File: config.mk
export PLATFORM = sky130hd
export DESIGN_NAME = qhttp_pauli_sequencer_flat
export DESIGN_NICKNAME = d
export VERILOG_FILES = /design/src/rtl/qhttp_pauli_sequencer_pkg.sv /design/src/rtl/qhttp_pauli_sequencer_if.sv /design/src/rtl/qhttp_pauli_sequencer_pulse_timer.sv /design/src/rtl/qhttp_pauli_sequencer.sv /design/src/flat_wrapper.sv
export SDC_FILE = /design/constraint.sdc
export NUM_CORES = 1
export LEC_CHECK = 0
export ABC_AREA = 0
export BUFFER_PORTS_ARGS = -buffer_cell sky130_fd_sc_hd__buf_2
export CAP_MARGIN = 20
export CORE_UTILIZATION = 45
export DETAILED_ROUTE_END_ITERATION = 10
export GPL_ROUTABILITY_DRIVEN = 0
export GPL_TIMING_DRIVEN = 0
export PLACE_DENSITY_LB_ADDON = 0.3
export SYNTH_ARGS = -nofsm -noshare
export SYNTH_HDL_FRONTEND = slang
export SYNTH_SLANG_ARGS = --single-unit
File: constraint.sdc
create_clock -name clk -period 2.9 [get_ports clk]
set_input_delay 0.145 -clock clk [delete_from_list [all_inputs] [get_ports clk]]
set_output_delay 0.145 -clock clk [all_outputs]
set_load 0.1 [all_outputs]
File: src/rtl/qhttp_pauli_sequencer_pkg.sv
// Shared types and constants for the Pauli correction sequencer.
// Optional macro QHTTP_VIRTUAL_Z_EN is consumed by the top, not here.
package qhttp_pkg;

  localparam int NUM_QUBITS = 4;

  // Bit positions inside the 4-bit correction nibble.
  localparam int X_BIT   = 0;
  localparam int Z_BIT   = 1;
  localparam int IDX_LSB = 2;
  localparam int IDX_MSB = 3;

  typedef enum logic [2:0] {
    IDLE,
    X_PULSE,
    X_SETTLE,
    Z_PULSE,
    Z_SETTLE,
    DONE
  } state_e;

  typedef struct packed {
    logic [IDX_MSB-IDX_LSB:0] idx;
    logic                     z;
    logic                     x;
  } correction_t;

  function automatic logic [NUM_QUBITS-1:0] qubit_onehot(input logic [IDX_MSB-IDX_LSB:0] idx);
    return NUM_QUBITS'(1) << idx;
  endfunction

endpackage

File: src/rtl/qhttp_pauli_sequencer_if.sv
// Quantum correction handshake between the QCI handshake stage (master)
// and the Pauli sequencer (slave).
interface qhttp_pauli_sequencer_if;

  logic [3:0] quantum_correction;
  logic       quantum_valid;
  logic       quantum_ready;

  modport master (
    output quantum_correction,
    output quantum_valid,
    input  quantum_ready
  );

  modport slave (
    input  quantum_correction,
    input  quantum_valid,
    output quantum_ready
  );

endinterface

File: src/rtl/qhttp_pauli_sequencer_pulse_timer.sv
// Loadable 8-bit down-counter shared by pulse and settle phases.
// o_done is high while the count sits at zero; a load of N gives N+1 cycles.
module qhttp_pulse_timer (
  input  logic       clk,
  input  logic       rst_n,
  input  logic       i_load,
  input  logic [7:0] i_load_val,
  output logic       o_done
);

  logic [7:0] r_count;

  // NOTE: sequential state uses non-blocking (<=) so every flop samples pre-edge values.
  always_ff @(posedge clk or negedge rst_n) begin
    if (!rst_n) begin
      r_count <= 8'd0;
    end else if (i_load) begin
      r_count <= i_load_val;
    end else if (r_count != 8'd0) begin
      r_count <= r_count - 8'd1;
    end
  end

  assign o_done = (r_count == 8'd0);

endmodule

File: src/rtl/qhttp_pauli_sequencer.sv
// Expands one Pauli correction into timed X/Z drive pulses on one of four qubits.
// Macro QHTTP_VIRTUAL_Z_EN: Z is tracked in pauli_frame instead of being pulsed.
module qhttp_pauli_sequencer
  import qhttp_pkg::*;
#(
  parameter int PULSE_CYCLES  = 20,
  parameter int SETTLE_CYCLES = 8,
  parameter int CNT_W         = 16
) (
  input  logic                    clk,
  input  logic                    rst_n,
  qhttp_pauli_sequencer_if.slave  q,
  input  logic                    abort,
  output logic [NUM_QUBITS-1:0]   x_drive,
  output logic [NUM_QUBITS-1:0]   z_drive,
  output logic                    busy,
  output logic [CNT_W-1:0]        applied_count,
  output logic [7:0]              pauli_frame
);

`ifdef QHTTP_VIRTUAL_Z_EN
  localparam bit VIRTUAL_Z = 1'b1;
`else
  localparam bit VIRTUAL_Z = 1'b0;
`endif

  localparam bit         HAS_SETTLE  = (SETTLE_CYCLES != 0);
  localparam logic [7:0] PULSE_LOAD  = 8'(PULSE_CYCLES - 1);
  localparam logic [7:0] SETTLE_LOAD = HAS_SETTLE ? 8'(SETTLE_CYCLES - 1) : 8'd0;

  state_e                r_state;
  state_e                w_next_state;
  state_e                w_after_x;
  correction_t           r_corr;
  correction_t           w_in;
  correction_t           w_cur;
  logic                  r_ready;
  logic                  r_busy;
  logic [NUM_QUBITS-1:0] r_x_drive;
  logic [NUM_QUBITS-1:0] r_z_drive;
  logic [CNT_W-1:0]      r_count;
  logic                  w_accept;
  logic                  w_aborting;
  logic                  w_complete;
  logic                  w_load;
  logic [7:0]            w_load_val;
  logic                  w_timer_done;

  assign w_in     = correction_t'(q.quantum_correction);
  assign w_accept = (r_state == IDLE) && r_ready && q.quantum_valid;
  // Drives for the cycle after an accept must use the incoming nibble, not the stale latch.
  assign w_cur     = w_accept ? w_in : r_corr;
  assign w_after_x = (r_corr.z && !VIRTUAL_Z) ? Z_PULSE : DONE;

  qhttp_pulse_timer u_timer (
    .clk        (clk),
    .rst_n      (rst_n),
    .i_load     (w_load),
    .i_load_val (w_load_val),
    .o_done     (w_timer_done)
  );

  // NOTE: every combinational output gets a default first, so no path can infer a latch.
  always_comb begin
    w_next_state = r_state;
    w_aborting   = 1'b0;
    case (r_state)
      IDLE: begin
        if (w_accept) begin
          if (w_in.x)                       w_next_state = X_PULSE;
          else if (w_in.z && !VIRTUAL_Z)    w_next_state = Z_PULSE;
          else                              w_next_state = DONE;
        end
      end
      X_PULSE:  if (w_timer_done) w_next_state = HAS_SETTLE ? X_SETTLE : w_after_x;
      X_SETTLE: if (w_timer_done) w_next_state = w_after_x;
      Z_PULSE:  if (w_timer_done) w_next_state = HAS_SETTLE ? Z_SETTLE : DONE;
      Z_SETTLE: if (w_timer_done) w_next_state = DONE;
      DONE:     if (!q.quantum_valid) w_next_state = IDLE;
      default:  w_next_state = IDLE;
    endcase

    // Abort only matters while a correction is actively being driven or settled.
    if (abort && (r_state != IDLE) && (r_state != DONE)) begin
      w_next_state = DONE;
      w_aborting   = 1'b1;
    end
  end

  assign w_complete = (w_next_state == DONE) && (r_state != DONE) && !w_aborting;

  always_comb begin
    w_load     = 1'b0;
    w_load_val = PULSE_LOAD;
    if (w_next_state != r_state) begin
      case (w_next_state)
        X_PULSE, Z_PULSE: w_load = 1'b1;
        X_SETTLE, Z_SETTLE: begin
          w_load     = 1'b1;
          w_load_val = SETTLE_LOAD;
        end
        default: w_load = 1'b0;
      endcase
    end
  end

  // Outputs are decoded from the next state so they line up with the state register.
  always_ff @(posedge clk or negedge rst_n) begin
    if (!rst_n) begin
      r_state   <= IDLE;
      r_corr    <= '0;
      r_ready   <= 1'b1;
      r_busy    <= 1'b0;
      r_x_drive <= '0;
      r_z_drive <= '0;
      r_count   <= '0;
    end else begin
      r_state   <= w_next_state;
      r_ready   <= (w_next_state == IDLE);
      r_busy    <= (w_next_state != IDLE);
      r_x_drive <= (w_next_state == X_PULSE) ? qubit_onehot(w_cur.idx) : '0;
      r_z_drive <= (w_next_state == Z_PULSE) ? qubit_onehot(w_cur.idx) : '0;
      if (w_accept) begin
        r_corr <= w_in;
      end
      if (w_complete && (r_count != '1)) begin
        r_count <= r_count + CNT_W'(1);
      end
    end
  end

`ifdef QHTTP_VIRTUAL_Z_EN
  logic [7:0] r_frame;
  logic [7:0] w_frame_flip;

  always_comb begin
    w_frame_flip = 8'h00;
    if (w_complete) begin
      w_frame_flip[{w_cur.idx, 1'b0}] = w_cur.x;
      w_frame_flip[{w_cur.idx, 1'b1}] = w_cur.z;
    end
  end

  always_ff @(posedge clk or negedge rst_n) begin
    if (!rst_n) begin
      r_frame <= 8'h00;
    end else begin
      r_frame <= r_frame ^ w_frame_flip;
    end
  end

  assign pauli_frame = r_frame;
`else
  assign pauli_frame = 8'h00;
`endif

  assign q.quantum_ready = r_ready;
  assign busy            = r_busy;
  assign x_drive         = r_x_drive;
  assign z_drive         = r_z_drive;
  assign applied_count   = r_count;

endmodule

File: src/flat_wrapper.sv
// flat-port wrapper written by rule: the top's interface ports become plain ports
module qhttp_pauli_sequencer_flat import qhttp_pkg::*;
#(
  parameter int PULSE_CYCLES  = 20,
  parameter int SETTLE_CYCLES = 8,
  parameter int CNT_W         = 16
)
  (clk, rst_n, abort, x_drive, z_drive, busy, applied_count, pauli_frame, q_quantum_correction, q_quantum_valid, q_quantum_ready);
  qhttp_pauli_sequencer_if q_i ();
  input  logic clk;
  input  logic rst_n;
  input  logic abort;
  output logic [NUM_QUBITS-1:0] x_drive;
  output logic [NUM_QUBITS-1:0] z_drive;
  output logic busy;
  output logic [CNT_W-1:0] applied_count;
  output logic [7:0] pauli_frame;
  input wire logic [$bits(q_i.quantum_correction)-1:0] q_quantum_correction;
  input wire logic [$bits(q_i.quantum_valid)-1:0] q_quantum_valid;
  output wire logic [$bits(q_i.quantum_ready)-1:0] q_quantum_ready;
  assign q_i.quantum_correction = q_quantum_correction;
  assign q_i.quantum_valid = q_quantum_valid;
  assign q_quantum_ready = q_i.quantum_ready;
  qhttp_pauli_sequencer #(.PULSE_CYCLES(PULSE_CYCLES), .SETTLE_CYCLES(SETTLE_CYCLES), .CNT_W(CNT_W)) u_core (.clk(clk), .rst_n(rst_n), .q(q_i), .abort(abort), .x_drive(x_drive), .z_drive(z_drive), .busy(busy), .applied_count(applied_count), .pauli_frame(pauli_frame));
endmodule
==> impl_metrics.toml, run 1 <==
[final_layout]
num-fill-cells = 402
antenna_cells = 0
nNetsFinal = 276
syn2layout_area_growth_pct = 17.3
drive_gt1_share_pct = 25.1

[clock_network]
cts_htree_levels = 2
cts_tree = "yes"
clockRootBuffer = "clkbuf_8"
path_clk_slew_ns = 0.08
cts_resized = 0
cts_buffers = 5
insertion_delay_ns = 0.29
clockBufferDepth = 2
clkSinkCount = 40

[global_route]
grt_max_degree = 41
overflow = 0
grt_pass1_wl_um = 6910
grt_pass1_vias = 1473
grt_usage_pct = 17.9
antenna_found_initial = 0

[yosys]
synth.avg_cell_area_sq_um = 9.75
synth_ff_type = "dfrtp_1"
synth_edf_count = 0
synth_cells = 216
yosys.area.top_type_share_pct = 46.3
yosysWarnings = 0
ys_seq_area_share_pct = 47.6
synth_seq_cells = 40
yosysTopAreaCell = "dfrtp_1"
synthArstFlopShare_pct = 100
netlist_area_sq_mm = 0.00211
synth.area.top_cells = "dfrtp_1 46%, xnor2_1 6.7%, nor2_1 4.1%, nand2_1 3.9%, buf_4 2.9%"
ys_types = 46

[route]
viasPerCell = 5.31
wl_per_cell_um = 13.1
vias = 1695
wirelength_um = 4160
ant_nets = 0
first_pass_iters = 5
drt_iter0_markers = 170
drcViolationCount = 0

[worst_setup_path]
cp_max_fo = 6
endpoint_kind = "flop"
r2r-start = "u_core.u_timer.r_count[0]$_DFFE_PN0P_"
worstPathRequired_ns = 3.08
regToRegEndpoint = "u_core.applied_count[1]$_DFFE_PN0P_"
regToRegSetupSlack_ns = 0.14
crit_arrival_ns = 2.94
start_kind = "flop"
critPathKind = "flop to flop"
r2r_cells = 9

[timing]
finClkSkew_ns = 0.00627
grt_setup_unrepaired = "no"
drv_slew = 0
setup_ws_ns = 0.144
max_freq_ghz = 0.363
period_share_pct = 95.0
setup_viol = 0
worstMarginPinSlew_ns = 0.868
maxSlewHeadroom_pct = 42.1
finalSetupTns_ns = 0
fin_crit_ns = 2.76
final-hold-violation-count = 0

[placed_design]
place_hpwl_um = 2940
place_ws_ns = 0.112
port_buffers = 32

[pwr]
leakagePower_uw = 0.00121
powerDensity_mw_per_mm2 = 1090
vdd_drop_max_v = 0.000732

[die]
die_area_sq_mm = 0.00496
fp.coreArea_sq_mm = 0.00441
io_pins = 42
die_y_um = 70.4
initial_utilization_pct = 47.7
fp-row-count = 24
die_w_um = 70.4

[worst_hold_path]
hold_path_class = "input pin to flop"
worstHoldStart = "q_quantum_correction[1]"
hold_depth = 2
hold_end = "u_core.r_corr[1]$_DFFE_PN0N_"

[run]
drv_cap = 0

[outcome]
outcome = "finished clean"
==> routing by layer <==
layer / routed length, um / vias up / track usage (%) / part of all wire [%]
li1: - / 833 / - / -
met1: 1920 / 787 / 25.6 / 46
met2: 1900 / 68 / 25.7 / 46
met3: 255 / 7 / 4.18 / 6.1
met4: 81 / 0 / 8.22 / 1.9
met5: 0 / - / 0 / 0
==> repair_timing <==
action	in CTS	in global routing
endpoints found under the hold margin	10	0
setup buffers	0	3
endpoints found under the setup margin	0	7
hold buffers	1	0
==> power by group <==
part / internal, uW / switching [uW] / total, uW
clock: 169 / 191 / 359
combinational: 407 / 1050 / 1460
sequential: 720 / 156 / 876
total: 1300 / 1400 / 2690
==> worst max-delay path: stages, from the launching register on <==
cell      delay [ns]
dfrtp_1         0.40
inv_1           0.08
ha_1            0.24
or4b_4          0.50
o21ai_0         0.18
a21oi_1         0.09
o21a_2          0.26
a311oi_4        0.37
buf_4           0.20
mux2_2          0.32
==> cell usage after synthesis (2+ instances only) <==
library cell	count
dfrtp_1	39
nor2_1	23
nand2_1	22
xnor2_1	16
inv_1	11
a21oi_1	10
nand3_1	9
buf_4	8
nand4_1	8
o21ai_0	7
nor3_1	6
mux2i_1	4
and3_1	3
clkbuf_1	3
mux2_2	3
nand2b_1	3
nor2b_1	3
or2_2	3
xor2_1	3
a211oi_1	2
a32oi_1	2
ha_1	2
o211ai_1	2
or3_1	2
==> flip-flops by register name, indices dropped and copies added, names as in the netlist <==
name / count
u_core.z_drive: 4
u_core.u_timer.r_count: 8
u_core.r_state: 3
u_core.applied_count: 16
u_core.r_corr: 3
u_core.busy: 1
u_core.x_drive: 4
u_core.q.quantum_ready: 1
==> final cells by class <==
type | count | area, sq um | area share (%)
Clock buffer | 7 | 76.3 | 3.09
Buffer | 13 | 87.6 | 3.54
Inverter | 11 | 41.3 | 1.67
Timing Repair Buffer | 36 | 193 | 7.79
Sequential cell | 40 | 1000 | 40.5
Clock inverter | 1 | 5.00 | 0.202
Multi-Input combinational cell | 159 | 1000 | 40.5
Tap cell | 52 | 65.1 | 2.63
==> cells by family (layout without fill, tap and decap cells) <==
family	after synthesis	after routing	synth area share, %
xor gates and xnor gates	19	19	7.90
buffers and inverters	24	68	6.12
DFF	40	40	47.6
muxes	7	7	3.50
other	1	8	0.178
AOI/OAI and AO/OA	31	31	10.5
and+or+nand+nor	92	92	23.1
adders and majority gates	2	2	1.19
==> cells in the final DEF (no fill, tap or decap), types with 2 or more instances in the layout <==
master | synthesis | routed
dfrtp_1 | 39 | 39
buf_2 | 0 | 32
nor2_1 | 23 | 23
nand2_1 | 22 | 22
xnor2_1 | 16 | 16
inv_1 | 11 | 11
buf_4 | 8 | 11
a21oi_1 | 10 | 10
nand3_1 | 9 | 9
nand4_1 | 8 | 8
conb_1 | 1 | 8
o21ai_0 | 7 | 7
nor3_1 | 6 | 6
clkbuf_1 | 3 | 5
clkbuf_8 | 0 | 5
mux2i_1 | 4 | 4
nand2b_1 | 3 | 3
nor2b_1 | 3 | 3
or2_2 | 3 | 3
mux2_2 | 3 | 3
and3_1 | 3 | 3
xor2_1 | 3 | 3
a32oi_1 | 2 | 2
or3_1 | 2 | 2
o211ai_1 | 2 | 2
a211oi_1 | 2 | 2
ha_1 | 2 | 2
==> per-stage QoR <==
stage	hold WS [ns]	instances	util, %	area, sq um	total power [uW]
2_1_floorplan	-0.151	223	-	2130	2060
3_3_place_gp	0.318	307	53.4	2360	2300
3_5_place_dp	0.315	307	53.4	2360	2320
4_1_cts	0.107	316	55.5	2450	2690
5_1_grt	0.105	319	56.0	2470	2880
6_report	0.118	319	56.0	2470	2690
==> worst max path at each step <==
stage                                           endpoint                                   from  slack, ns  depth (start not counted)
CTS                 u_core.applied_count[13]$_DFFE_PN0P_  u_core.u_timer.r_count[0]$_DFFE_PN0P_       0.08                         10
detailed placement  u_core.applied_count[13]$_DFFE_PN0P_  u_core.u_timer.r_count[0]$_DFFE_PN0P_       0.11                         10
finish               u_core.applied_count[1]$_DFFE_PN0P_  u_core.u_timer.r_count[0]$_DFFE_PN0P_       0.14                          9
floorplan           u_core.applied_count[13]$_DFFE_PN0P_       u_core.q.quantum_ready$_DFF_PN1_       0.13                          7
global route         u_core.applied_count[1]$_DFFE_PN0P_  u_core.u_timer.r_count[0]$_DFFE_PN0P_      0.007                          9
global placement    u_core.applied_count[13]$_DFFE_PN0P_  u_core.u_timer.r_count[0]$_DFFE_PN0P_       0.14                         10
(Power assumes the default switching activity.)
==> run 2, diff against run 1 <==
--- a/config.mk
+++ b/config.mk
@@ -13,6 +13,7 @@
 export GPL_ROUTABILITY_DRIVEN = 0
 export GPL_TIMING_DRIVEN = 0
 export PLACE_DENSITY_LB_ADDON = 0.3
+export SETUP_SLACK_MARGIN = 0.4
 export SYNTH_ARGS = -nofsm -noshare
 export SYNTH_HDL_FRONTEND = slang
 export SYNTH_SLANG_ARGS = --single-unit
==> impl_metrics.toml, run 2 (synthesis gave the netlist of run 1 again) <==
[outcome]
outcome = "finished, violations left"
violations = "hold timing"

[final_layout]
antenna_cells = 0
syn2layout_area_growth_pct = 22.2
nNetsFinal = 280
final_common_cell = "dfrtp_1"
drive_gt1_share_pct = 31.4
num-fill-cells = 389
most-common-layout-cells = "37 x dfrtp_1, 32 x buf_2, 22 x nand2_1, 21 x nor2_1"
largest_reg_flops = 16

[worst_setup_path]
r2r-start = "u_core.u_timer.r_count[0]$_DFFE_PN0P_"
critPathTopFamily = "compound AO/OA/AOI/OAI gates"
cp_max_fo = 4
endpoint_kind = "flop"
crit_chain = "inv_2 > ha_4 > nor4b_4 > buf_4 > buf_4 > a32oi_1 > a21oi_2 > o21a_2 > a311oi_4 > buf_4 > mux2_4"
start_kind = "flop"
worstSetupStartpoint = "u_core.u_timer.r_count[0]$_DFFE_PN0P_"
max_stage_delay_ns = 0.36
cp_slowest_cell = "dfrtp_1"
cp.buffers_inverters = 4
crit_arrival_ns = 2.68
worstPathRequired_ns = 3.08
critPathKind = "flop to flop"
cpMostUsedCell = "buf_4"

[timing]
worstMarginPinSlew_ns = 0.876
grt_setup_unrepaired = "yes"
setup_viol = 0
finClkSkew_ns = 0.00360
finalSetupTns_ns = 0
period_share_pct = 86.2
maxSlewHeadroom_pct = 41.6
max_freq_ghz = 0.400
whs_ns = -0.0251
drv_slew = 0
fin_crit_ns = 2.50
final-hold-violation-count = 39

[clock_network]
cts_htree_levels = 2
ctsHoldBuffers = 0
cts_buffers = 5
clockRootBuffer = "clkbuf_8"
cts_tree = "yes"
insertion_delay_ns = 0.29
path_clk_slew_ns = 0.07
clkSinkCount = 40
clockBufferDepth = 2

[route]
drcViolationCount = 0
viasPerCell = 5.18
vias = 1673
first_pass_iters = 4
ant_nets = 0
drt_iter0_markers = 77
wirelength_um = 4210
wl_per_cell_um = 13.0

[die]
fp-row-count = 24
io_pins = 42
die_y_um = 70.4
fp.coreArea_sq_mm = 0.00441
initial_utilization_pct = 47.7
die_area_sq_mm = 0.00496
die_w_um = 70.4

[global_route]
grt_pass1_wl_um = 6930
met3_usage_pct = 4.62
top_usage_layer = "met2"
grt_usage_pct = 18.0
antenna_found_initial = 0
gr-usage-met1_pct = 22.7
grt_pass1_vias = 1578
grt_max_degree = 41
met2_usage_pct = 28.5
overflow = 0

[pwr]
powerDensity_mw_per_mm2 = 1110
leakagePower_uw = 0.00124
vdd_drop_max_v = 0.000767

[run]
drv_cap = 0

[worst_hold_path]
hold_path_class = "input pin to asynchronous set/reset pin"

[placed_design]
place_hpwl_um = 2880
port_buffers = 32
## run 2: cell count changes in the layout (fill, tap and decap cells not counted), sizes merged
cell         delta
buf             +5
clkbuf          +1
clkinv          -1
dlygate4sd3     -1
## run 2: timing repair
action | 4_1_cts | 5_1_grt
resized for setup | 3 | 13
setup endpoints to repair | 21 | 21
pin swaps | 1 | 5
buffers inserted | 5 | 3
## run 2: layer usage
| metal | up-vias | share of wire, % |
|---|---|---|
| met5 | - | 0 |
| met4 | 0 | 1.5 |
| met3 | 5 | 4.0 |
| met2 | 34 | 47 |
| met1 | 800 | 48 |
| li1 | 834 | - |
## run 2: layout make-up
class                      instances  area [sq um]  area share, %
buffer                            13          90.1           3.50
tap                               52          65.1           2.53
timing repair buffer              40           220           8.55
inverter                          11          41.3           1.60
multi-input combinational        159          1060           41.2
sequential                        40          1010           39.2
clock buffer                       8          90.1           3.50
## run 2: final timing paths
kind                                                        end  slack [ns]  cells past startpoint
max                         u_core.applied_count[1]$_DFFE_PN0P_        0.40                     11
min                                u_core.r_corr[1]$_DFFE_PN0N_       -0.03                      1
max reg2reg                 u_core.applied_count[1]$_DFFE_PN0P_        0.40                     11
min reg2reg                u_core.applied_count[11]$_DFFE_PN0P_        0.49                      1
max in group asynchronous   u_core.applied_count[7]$_DFFE_PN0P_        2.33                      1
min in group clk                   u_core.r_corr[1]$_DFFE_PN0N_        0.12                      2
## run 2: per-stage QoR
step	area, sq um	setup slack, ns	util [%]	cells	power (uW)
finish	2570	0.400	58.3	323	2850
global route	2570	0.322	58.3	323	3020
CTS	2520	0.401	57.1	320	2780
detailed placement	2370	0.201	53.8	307	2330
global placement	2370	0.210	53.8	307	2310
floorplan	2150	0.376	-	223	2070
## run 2: power by group
part	internal, uW	total (uW)	switching (uW)
combinational	489	1580	1090
sequential	725	891	166
clock	194	378	184
total	1410	2850	1440
==> run 3, diff against run 2 <==
==> constraint.sdc (replaced) <==
create_clock -name clk -period 2 [get_ports clk]
set_input_delay 0.1 -clock clk [delete_from_list [all_inputs] [get_ports clk]]
set_output_delay 0.1 -clock clk [all_outputs]
set_load 0.1 [all_outputs]
==> impl_metrics.toml, run 3 (synthesis gave the netlist of run 1 again) <==
[outcome]
outcome = "finished, violations left"
violations = "setup timing"

[timing]
grt_setup_unrepaired = "yes"
finClkSkew_ns = 0.00630
setup_viol = 35
final-hold-violation-count = 0
period_share_pct = 126
worstMarginPinSlew_ns = 0.869
whs_ns = 0.0880
max_freq_ghz = 0.396
setup_ws_ns = -0.524
fin_crit_ns = 2.52
drv_slew = 0
maxSlewHeadroom_pct = 42.0

[route]
wirelength_um = 4670
first_pass_iters = 4
drcViolationCount = 0
drt_iter0_markers = 152
wl_per_cell_um = 13.9
vias = 1785
viasPerCell = 5.30
ant_nets = 0

[final_layout]
nNetsFinal = 294
largest_reg_flops = 16
drive_gt1_share_pct = 43.5
fin_area_sq_mm = 0.00282
syn2layout_area_growth_pct = 33.9
finish.utilization_pct = 63.9
num-fill-cells = 353
most-common-layout-cells = "32 x buf_2, 32 x dfrtp_1, 24 x buf_4, 22 x nand2_1, 16 x xnor2_1"
antenna_cells = 0

[worst_setup_path]
start_kind = "flop"
endpoint_kind = "flop"
crit_chain = "inv_2 > ha_4 > or4b_4 > o21ai_2 > a21oi_2 > o21a_2 > a311oi_4 > buf_4 > mux2_4"
cp.buffers_inverters = 2
regToRegSetupSlack_ns = -0.52
regToRegEndpoint = "u_core.applied_count[1]$_DFFE_PN0P_"
cp_max_fo = 3
critPathKind = "flop to flop"
worstPathRequired_ns = 2.18
critPathTopFamily = "compound AO/OA/AOI/OAI gates"
crit_arrival_ns = 2.70
r2r_cells = 9
cp_slowest_cell = "or4b_4"
r2r-start = "u_core.u_timer.r_count[0]$_DFFE_PN0P_"
max_stage_delay_ns = 0.48

[clock_network]
cts_htree_levels = 2
clkSinkCount = 40
insertion_delay_ns = 0.29
clockBufferDepth = 2
cts_tree = "yes"
path_clk_slew_ns = 0.08
clockRootBuffer = "clkbuf_8"
cts_buffers = 5

[placed_design]
port_buffers = 32
placed_cell_area_sq_mm = 0.00239
place_hpwl_um = 2830

[die]
die_w_um = 70.4
die_y_um = 70.4
fp.coreArea_sq_mm = 0.00441
io_pins = 42
initial_utilization_pct = 47.7
die_area_sq_mm = 0.00496
fp-row-count = 24

[pwr]
vdd_drop_max_v = 0.00141
powerDensity_mw_per_mm2 = 1660
leakagePower_uw = 0.00132
total_power_uw = 4690

[global_route]
grt_pass1_wl_um = 7380
overflow = 0
grt_max_degree = 41
grt_pass1_vias = 1668
grt_usage_pct = 18.7
antenna_found_initial = 0

[worst_hold_path]
hold_path_class = "input pin to flop"
worstHoldStart = "q_quantum_correction[1]"
hold_end = "u_core.r_corr[1]$_DFFE_PN0N_"
hold_depth = 2

[run]
drv_cap = 0
## run 3: cell count changes in the layout (fill, tap and decap cells not counted), sizes merged
cell and change:
dlygate4sd3 +1, buf +13
## run 3: worst max path at each step
stage / endpoint / from / slack (ns) / cells past startpoint
floorplan: u_core.applied_count[13]$_DFFE_PN0P_ / u_core.u_timer.r_count[0]$_DFFE_PN0P_ / -0.52 / 10
global placement: u_core.applied_count[15]$_DFFE_PN0P_ / u_core.u_timer.r_count[0]$_DFFE_PN0P_ / -0.68 / 10
detailed placement: u_core.applied_count[15]$_DFFE_PN0P_ / u_core.u_timer.r_count[0]$_DFFE_PN0P_ / -0.67 / 10
CTS: u_core.applied_count[1]$_DFFE_PN0P_ / u_core.u_timer.r_count[0]$_DFFE_PN0P_ / -0.44 / 9
global route: u_core.applied_count[11]$_DFFE_PN0P_ / u_core.u_timer.r_count[1]$_DFFE_PN0P_ / -0.61 / 10
finish: u_core.applied_count[1]$_DFFE_PN0P_ / u_core.u_timer.r_count[0]$_DFFE_PN0P_ / -0.52 / 9
## run 3: worst reg2reg max path, cell delays in order, from the launching register on
cell      delay (ns)
dfrtp_1         0.39
inv_2           0.08
ha_4            0.14
or4b_4          0.48
o21ai_2         0.17
a21oi_2         0.07
o21a_2          0.23
a311oi_4        0.36
buf_4           0.20
mux2_4          0.29
## run 3: cell type report
cell class	count	area, sq um	area share, %
multi-input combinational	159	1170	41.6
sequential	40	1010	36.0
timing repair buffer	54	347	12.3
buffer	13	91.3	3.24
clock buffer	8	90.1	3.19
tap	52	65.1	2.31
inverter	11	41.3	1.46
## run 3: stage by stage
stage / setup WS [ns] / setup TNS, ns / std cells
2_1_floorplan: -0.524 / -9.02 / 223
3_3_place_gp: -0.677 / -14.03 / 307
3_5_place_dp: -0.673 / -14.58 / 307
4_1_cts: -0.437 / -10.95 / 326
5_1_grt: -0.611 / -16.39 / 337
6_report: -0.524 / -13.19 / 337
## run 3: repair_timing
action                     4_1_cts  5_1_grt
pin swaps                       14       15
hold endpoints to repair        39        0
hold buffers                     1        0
buffers inserted                10       11
gates resized for setup         20       29
setup endpoints to repair       37       37
## run 3: metal layers
| layer | part of all wire (%) | vias up | global-route usage (%) |
|---|---|---|---|
| met3 | 4.6 | 10 | 3.61 |
| li1 | - | 864 | - |
| met2 | 50 | 61 | 30.2 |
| met5 | 0 | - | 0 |
| met1 | 43 | 850 | 24.7 |
| met4 | 2.1 | 0 | 7.33 |
## run 3: power by group
| group | switching [uW] | total [uW] | internal (uW) |
|---|---|---|---|
| clock network | 270 | 551 | 282 |
| registers | 239 | 1300 | 1060 |
| logic | 1820 | 2840 | 1020 |
| total | 2330 | 4690 | 2360 |
